### src/rtl/miriscv_rvfi_serializer.sv
// miriscv_rvfi_serializer
//   Serializes up to NRET retire records per cycle (RVFI style) into a
//   single-entry-per-cycle stream through a DEPTH-entry circular buffer.
//   Valid lanes are compacted in ascending lane order. A cycle's group is
//   pushed whole or not at all. The head entry is presented with
//   valid/ready handshaking. The block also runs an order-continuity check
//   and a retire counter.
//
// Ports
//   clk_i, rst_ni        clock (rising edge), asynchronous active-low reset
//   clr_i                synchronous clear of overflow/order_err/retired count
//   rvfi_*_i             per-lane retire records (NRET lanes, packed buses)
//   out_valid_o/ready_i  head entry handshake
//   out_*_o              head entry fields (undefined while out_valid_o=0)
//   level_o              buffer occupancy
//   overflow_o           sticky: a retire group was dropped for lack of space
//   order_err_o          sticky: a popped order differed from the expected one
//   retired_cnt_o        number of entries popped (wraps at 2^64)
module miriscv_rvfi_serializer #(
  parameter int unsigned NRET  = 2,
  parameter int unsigned DEPTH = 8
) (
  input  logic                     clk_i,
  input  logic                     rst_ni,
  input  logic                     clr_i,
  input  logic [NRET-1:0]          rvfi_valid_i,
  input  logic [NRET*64-1:0]       rvfi_order_i,
  input  logic [NRET*32-1:0]       rvfi_insn_i,
  input  logic [NRET*32-1:0]       rvfi_pc_rdata_i,
  input  logic [NRET*32-1:0]       rvfi_rd_wdata_i,
  input  logic [NRET*5-1:0]        rvfi_rd_addr_i,
  input  logic [NRET-1:0]          rvfi_trap_i,
  output logic                     out_valid_o,
  input  logic                     out_ready_i,
  output logic [63:0]              out_order_o,
  output logic [31:0]              out_insn_o,
  output logic [31:0]              out_pc_o,
  output logic [31:0]              out_rd_wdata_o,
  output logic [4:0]               out_rd_addr_o,
  output logic                     out_trap_o,
  output logic [$clog2(DEPTH):0]   level_o,
  output logic                     overflow_o,
  output logic                     order_err_o,
  output logic [63:0]              retired_cnt_o
);

  localparam int unsigned AW = $clog2(DEPTH);
  localparam int unsigned LW = AW + 1;
  localparam logic [LW-1:0] DEPTH_L = LW'(DEPTH);

  typedef struct packed {
    logic [63:0] order;
    logic [31:0] insn;
    logic [31:0] pc;
    logic [31:0] rd_wdata;
    logic [4:0]  rd_addr;
    logic        trap;
  } entry_t;

  entry_t        mem [DEPTH];
  entry_t        lane_entry [NRET];
  logic [AW-1:0] lane_off [NRET];
  logic [AW-1:0] wptr, rptr;
  logic [LW-1:0] level, push_cnt, free_cnt, push_amt;
  logic          push_ok, pop;
  logic [63:0]   exp_order;
  entry_t        head;

  // Each valid lane lands at wptr + (number of valid lanes below it), which
  // squeezes out the gaps left by invalid lanes.
  always_comb begin
    push_cnt = '0;
    for (int unsigned i = 0; i < NRET; i++) begin
      lane_off[i]   = push_cnt[AW-1:0];
      lane_entry[i] = '{order:    rvfi_order_i[i*64 +: 64],
                        insn:     rvfi_insn_i[i*32 +: 32],
                        pc:       rvfi_pc_rdata_i[i*32 +: 32],
                        rd_wdata: rvfi_rd_wdata_i[i*32 +: 32],
                        rd_addr:  rvfi_rd_addr_i[i*5 +: 5],
                        trap:     rvfi_trap_i[i]};
      push_cnt = push_cnt + LW'(rvfi_valid_i[i]);
    end
  end

  // Free space comes from occupancy before this cycle's pop, so a pop does
  // not make room for a push on the same edge.
  assign free_cnt = DEPTH_L - level;
  assign push_ok  = (push_cnt <= free_cnt);
  assign push_amt = push_ok ? push_cnt : '0;
  assign pop      = out_valid_o && out_ready_i;

  // Storage is not reset; contents are only meaningful below level.
  always_ff @(posedge clk_i) begin
    if (push_ok) begin
      for (int unsigned i = 0; i < NRET; i++) begin
        if (rvfi_valid_i[i]) begin
          mem[wptr + lane_off[i]] <= lane_entry[i];
        end
      end
    end
  end

  always_ff @(posedge clk_i or negedge rst_ni) begin
    if (!rst_ni) begin
      wptr          <= '0;
      rptr          <= '0;
      level         <= '0;
      exp_order     <= '0;
      overflow_o    <= 1'b0;
      order_err_o   <= 1'b0;
      retired_cnt_o <= '0;
    end else begin
      wptr  <= wptr + push_amt[AW-1:0];
      level <= level + push_amt - LW'(pop);
      if (pop) begin
        rptr      <= rptr + AW'(1);
        exp_order <= head.order + 64'd1;
      end

      if (clr_i) begin
        overflow_o    <= 1'b0;
        order_err_o   <= 1'b0;
        retired_cnt_o <= '0;
      end else begin
        if (!push_ok) begin
          overflow_o <= 1'b1;
        end
        if (pop && (head.order != exp_order)) begin
          order_err_o <= 1'b1;
        end
        if (pop) begin
          retired_cnt_o <= retired_cnt_o + 64'd1;
        end
      end
    end
  end

  assign head           = mem[rptr];
  assign out_valid_o    = (level != '0);
  assign out_order_o    = head.order;
  assign out_insn_o     = head.insn;
  assign out_pc_o       = head.pc;
  assign out_rd_wdata_o = head.rd_wdata;
  assign out_rd_addr_o  = head.rd_addr;
  assign out_trap_o     = head.trap;
  assign level_o        = level;

endmodule

### config.mk
export PLATFORM = sky130hd
export DESIGN_NAME = miriscv_rvfi_serializer
export DESIGN_NICKNAME = d
export VERILOG_FILES = /design/src/rtl/miriscv_rvfi_serializer.sv
export SDC_FILE = /design/constraint.sdc
export NUM_CORES = 2
export LEC_CHECK = 0
export BUFFER_PORTS_ARGS = -buffer_cell sky130_fd_sc_hd__buf_2
export CORE_ASPECT_RATIO = 2
export CORE_UTILIZATION = 60
export CTS_BUF_LIST = sky130_fd_sc_hd__clkbuf_16
export CTS_CLUSTER_DIAMETER = 30
export DETAILED_ROUTE_END_ITERATION = 8
export GPL_TIMING_DRIVEN = 0
export PLACE_DENSITY = 0.78
export SLEW_MARGIN = 20
export SYNTH_ARGS = -nofsm -noshare
export SYNTH_HDL_FRONTEND = slang
export SYNTH_SLANG_ARGS = --single-unit
### constraint.sdc
create_clock -name clk_i -period 31.7 [get_ports clk_i]
set_input_delay 0 -clock clk_i [delete_from_list [all_inputs] [get_ports clk_i]]
set_output_delay 0 -clock clk_i [all_outputs]
set_load 0.1 [all_outputs]
* Yosys cells after proc, flatten, opt, wreduce, memory -nomap -nowiden
Memory sizes are Yosys's and may differ from the RTL's.
Cells that the tools add are included.
** Word-level totals
- Bits in registers :: 140
- Bits in latches :: 0
- RAM bits :: 1328
- ROM bits :: 0
- Logic and storage cells :: 38
- Memories kept :: 1
** Memories
- mem :: depth 8, bits a word 166, read ports 1, clocked after memory_dff 0, wr ports 2, line 60 : entry_t mem [DEPTH];
** Operators by class
- $add $sub $neg :: 9
- $mul :: 0
- Div/mod/pow operators :: 0
- $lt $le $gt $ge :: 1
- Equal/unequal tests :: 2
- Shift operators :: 0
- Mux-type cells :: 13
- Bitwise operators :: 0
- Reduce and logical (&&, ||, !) cells :: 5
** Operators by type and width (count)
- $add A64 B1 Y64 const B :: 2
- $mux W64 :: 2
- $ne A64 B64 Y1 :: 1
- $mux W1 :: 10
- $add A4 B2 Y4 :: 1
- $le A2 B4 Y1 :: 1
- $reduce_bool A2 Y1 :: 2
- $reduce_bool A4 Y1 :: 1
- $sub A4 B1 Y4 :: 1
- $sub A4 B4 Y4 const A :: 1
- $add A3 B1 Y3 :: 1
- $add A3 B1 Y3 const B :: 1
- $add A3 B2 Y3 :: 1
- $add A1 B1 Y2 :: 1
- $logic_and A1 B1 Y1 :: 2
- $mux W2 :: 1
- $ne A2 B2 Y1 const B :: 1

* Logic depth before layout (Yosys ltp)
- Depth in word-level cells :: 5
- Depth in mapped cells :: 17
- Gate-level depth less buffers :: 14

* Worst setup path after synthesis
OpenSTA, ideal clock, no wires.
- Kind :: register to register
- From :: register level[1] (netlist: level_o[1])
- To :: memory mem[0][0] (netlist bit), enable pin
- Arrival :: 14.268 ns
- Data required time :: 30.765 ns
- Slack :: 16.496 ns
- Cell stages (with the launch flop) :: 9
- Period minus slack after synthesis :: 15.204 ns
- Path through :: dfrtp_1 -> inv_1 -> ha_1 -> inv_1 -> ha_1 -> a21oi_1 -> a211o_1 -> nand3_1 -> o31ai_1
** RTL lines
- start: declaration :: line 64 : logic [LW-1:0] level, push_cnt, free_cnt, push_amt;
- start signal: assignment :: line 114 : level <= level + push_amt - LW'(pop);
- end: declaration :: line 60

* Worst setup path after layout
- From :: register rptr[1]
- To :: output port out_insn_o[28]
** On the way
- Longest elaborated chain between the ends :: 1
** Ends and longest elaborated chain
- start: declaration :: line 63 : logic [AW-1:0] wptr, rptr;
- start signal: assignment :: line 116 : rptr <= rptr + AW'(1);
- $mem_v2 Z8 W166
- end: declaration :: line 36 : output logic [31:0] out_insn_o,
Every way passes these cells.

==> results.py <==
metrics = {
    "job": {
        "drv.max_cap_violation_count": 0,
    },
    "global_routing": {
        "grt_first_pass_wirelength_um": 340000,
        "grt_start_max_net_pins": 87,
        "grtUsageTotal_pct": 37.6,
        "first_global_vias": 51551,
        "antenna_found_initial": 39,
        "grt-ovfl-total": 0,
    },
    "floorplan": {
        "rows": 182,
        "die_area_um2": 125000,
        "placeableCoreArea_um2": 123000,
        "chipHeight_um": 499,
        "floorplan.die.width_um": 250,
        "io_pins": 575,
        "starting_density_pct": 60.4,
    },
    "synthesis": {
        "average_size_of_a_mapped_cell_um2": 16.8,
        "post_synthesis_async_set_or_reset_flop_share_pct": 9.54,
        "number_of_enable_type_register_cells_in_the_synthesized_netlist": 1328,
        "ys.flop_type": "sky130_fd_sc_hd__edfxtp_1",
        "synth.distinct_cells": 60,
        "ys_warn_count": 0,
        "synth.net_count": 4767,
        "synthesized_instance_count": 4411,
        "synthesis.area_um2": 74100,
        "yosys_register_bits": 1468,
        "synth.yosys.seq_area_share_pct": 58.6,
    },
    "route": {
        "vias": 48675,
        "finalWirelength_um": 234000,
        "route.detailed.vias_per_inst": 6.46,
        "drt-wirelength-per-cell_um": 31.0,
        "dr.pass1.iters": 5,
        "drtIter0Drc": 4683,
        "postRouteAntennaNets": 0,
        "drc_errors": 0,
    },
    "critical_path": {
        "path_max_fanout": 10,
        "ff2ff_path_depth": 21,
        "worstSetupStartpoint": "rptr[1]",
        "cp.depth": 13,
        "cp_slowest_stage_delay_ns": 0.83,
        "crit_path_end": "out_insn_o[28]",
        "startpoint_type": "flip-flop",
        "critPathArrivalTime_ns": 6.37,
        "worstSetupEndpointType": "primary output",
        "worst_setup_path_category": "reg2out",
        "timing.critical_path.buf_inv": 11,
        "timing.critical_path.slowest_stage_cell": "sky130_fd_sc_hd__buf_1",
        "crit_path_cell_trace": "buf_6, buf_12, buf_8, buf_8, buf_6, buf_4, buf_2, buf_2, buf_2, buf_1, mux4_2, mux2_2, buf_2",
        "cp_top_family": "buffers and inverters",
        "worstPathRequired_ns": 31.70,
        "timing.reg2reg.setup_slack_ns": 25.75,
        "crit-reg2reg-capture": "mem[2][49]",
        "cpMostUsedCell": "sky130_fd_sc_hd__buf_2",
        "regToRegStartpoint": "level_o[0]",
    },
    "sta": {
        "fmax_ghz": 0.157,
        "timing.setup.tns_ns": 0,
        "setup_repair_after_global_routing_missed_its_margin": "false",
        "tightest_pin_transition_ns": 1.23,
        "min_period_ns": 6.37,
        "timing.hold.ws_ns": 0.124,
        "final_hold_viol_count": 0,
        "fin_crit_sh_pct": 20.1,
        "finClkSkew_ns": 0.0289,
        "setup_violations": 0,
        "slew_viol_final": 0,
        "relSlewSlack_pct": 15.7,
    },
    "place": {
        "place.detailed.hpwl_um": 158000,
        "globalplace.congestion": 0.981,
        "dp_cells": 6664,
        "port_buffers": 573,
    },
    "clock_tree": {
        "cts_max_path_bufs": 3,
        "clk-insertion-delay-late_ns": 0.81,
        "clk_pin_slew_worst_paths_ns": 0.06,
        "cts_tree": "built",
        "cts_root_buf": "sky130_fd_sc_hd__clkbuf_16",
        "number_of_buffers_inserted_during_clock_tree_synthesis": 174,
        "clock_sinks": 1468,
        "cts_max_level": 4,
    },
    "pwr": {
        "power_density_nw_per_um2": 117,
        "worst_ir_drop_vdd_mv": 0.115,
        "p_leak_nw": 33.5,
    },
    "cells_and_area": {
        "postLayoutCoreUtil_pct": 75.6,
        "layout.cells.most_common_list": "sky130_fd_sc_hd__mux2_2 (1456), sky130_fd_sc_hd__edfxtp_1 (1328), sky130_fd_sc_hd__buf_2 (604)",
        "layout.cells.non_filler": 7538,
        "final_common_cell": "sky130_fd_sc_hd__mux2_2",
        "drive_gt1_share_pct": 48.3,
        "nets": 6137,
        "area_delta_synth_final_pct": 25.2,
    },
    "min_path": {
        "min_path_type": "in2reg",
        "timing.hold.worst_path_depth": 3,
    },
    "outcome": {
        "status": "finished, final reports clean",
    },
}
## per-layer routing
layer / routed length [µm] / GRT usage, % / vias to the layer above
met5: 194 / 0 / -
met4: 15400 / 22.8 / 30
met3: 21200 / 9.07 / 713
met2: 118000 / 63.6 / 2656
met1: 79000 / 43.1 / 24815
li1: - / - / 20461
## area by class of cell
cell class / instances / area, µm²
Antenna cell: 42 / 105
Buffer: 285 / 1360
Clock buffer: 177 / 4430
Clock inverter: 150 / 1560
Fill cell: 7177 / 30000
Inverter: 73 / 274
Multi-Input combinational cell: 2585 / 29200
Sequential cell: 1468 / 43400
Tap cell: 1564 / 1960
Timing Repair Buffer: 1194 / 10500
## worst reg2reg max path: cells and delay by family, from the launching register on
family	cells	cell delay, ns
buffers and inverters	14	3.41
AOI/OAI and AO/OA	3	0.87
adders and majority gates	2	0.58
DFF	1	0.47
and+or+nand+nor	2	0.35
## through the flow
step / power, mW / setup slack, ns / cell area, µm²
5_1_grt: 11.1 / 25.24 / 92700
3_3_place_gp: 8.96 / 2.39 / 78900
3_5_place_dp: 8.65 / 25.83 / 81600
2_1_floorplan: 7.22 / 16.50 / 74100
6_report: 10.9 / 25.33 / 92800
4_1_cts: 10.8 / 25.26 / 92600
## worst min path at each step
stage / endpoint / from / slack [ns]
finish: mem[5][65] / rvfi_pc_rdata_i[59] / 0.12
global route: mem[3][63] / rvfi_pc_rdata_i[25] / 0.13
CTS: mem[5][63] / rvfi_pc_rdata_i[25] / 0.08
detailed placement: level_o[1] / rst_ni / -0.04
global placement: mem[5][75] / rvfi_insn_i[5] / 0.39
floorplan: exp_order[0] / rst_ni / -0.30
## cell families (layout without fill, tap and decap cells)
family                   Yosys count  count (layout)  synth area share [%]
AO/OA/AOI/OAI                    118             118                 0.988
XOR/XNOR                         154             154                  1.82
adder cells (fa/ha/maj)           18              18                 0.324
buffers and inverters            358            1879                  2.18
flip-flops                      1468            1468                  58.6
multiplexers                    1836            1836                  32.9
other                              0              42                     0
AND/OR/NAND/NOR                  459             459                  3.20
## state kept, by name (all words and copies together), names as in the netlist
name / flops
exp_order: 64
overflow_o: 1
rptr: 3
wptr: 3
retired_cnt_o: 64
level_o: 4
order_err_o: 1
mem: 1328
## power breakdown
group / internal, mW / switching [mW] / total, mW
clock: 1.19 / 0.878 / 2.07
combinational: 1.84 / 3.92 / 5.76
sequential: 2.89 / 0.160 / 3.05
total: 5.93 / 4.96 / 10.9
## what timing repair did
action,in CTS,in global routing
resized for setup,0,0
setup buffers,0,0
hold buffers,505,0
endpoints found under the hold margin,1497,0
## synth_stat cells, types with 21 or more instances
cell type | instances | area share [%]
sky130_fd_sc_hd__mux2_2 | 1456 | 22
sky130_fd_sc_hd__edfxtp_1 | 1328 | 54
sky130_fd_sc_hd__mux4_2 | 316 | 9.6
sky130_fd_sc_hd__clkbuf_1 | 200 | 1.0
sky130_fd_sc_hd__dfrtp_1 | 140 | 4.7
sky130_fd_sc_hd__nand2_1 | 117 | 0.59
sky130_fd_sc_hd__xnor2_1 | 93 | 1.1
sky130_fd_sc_hd__nor2_1 | 88 | 0.45
sky130_fd_sc_hd__inv_1 | 73 | 0.37
sky130_fd_sc_hd__xor2_1 | 61 | 0.72
sky130_fd_sc_hd__o21ai_0 | 49 | 0.33
sky130_fd_sc_hd__mux2i_1 | 48 | 0.65
sky130_fd_sc_hd__nand3_1 | 46 | 0.31
sky130_fd_sc_hd__nand4_1 | 39 | 0.33
sky130_fd_sc_hd__nor4_1 | 36 | 0.30
sky130_fd_sc_hd__nor3_1 | 32 | 0.22
sky130_fd_sc_hd__buf_1 | 28 | 0.14
sky130_fd_sc_hd__buf_2 | 26 | 0.18
sky130_fd_sc_hd__a21oi_1 | 21 | 0.14
sky130_fd_sc_hd__or3_1 | 21 | 0.18
Power figures use the tool's default switching activity.
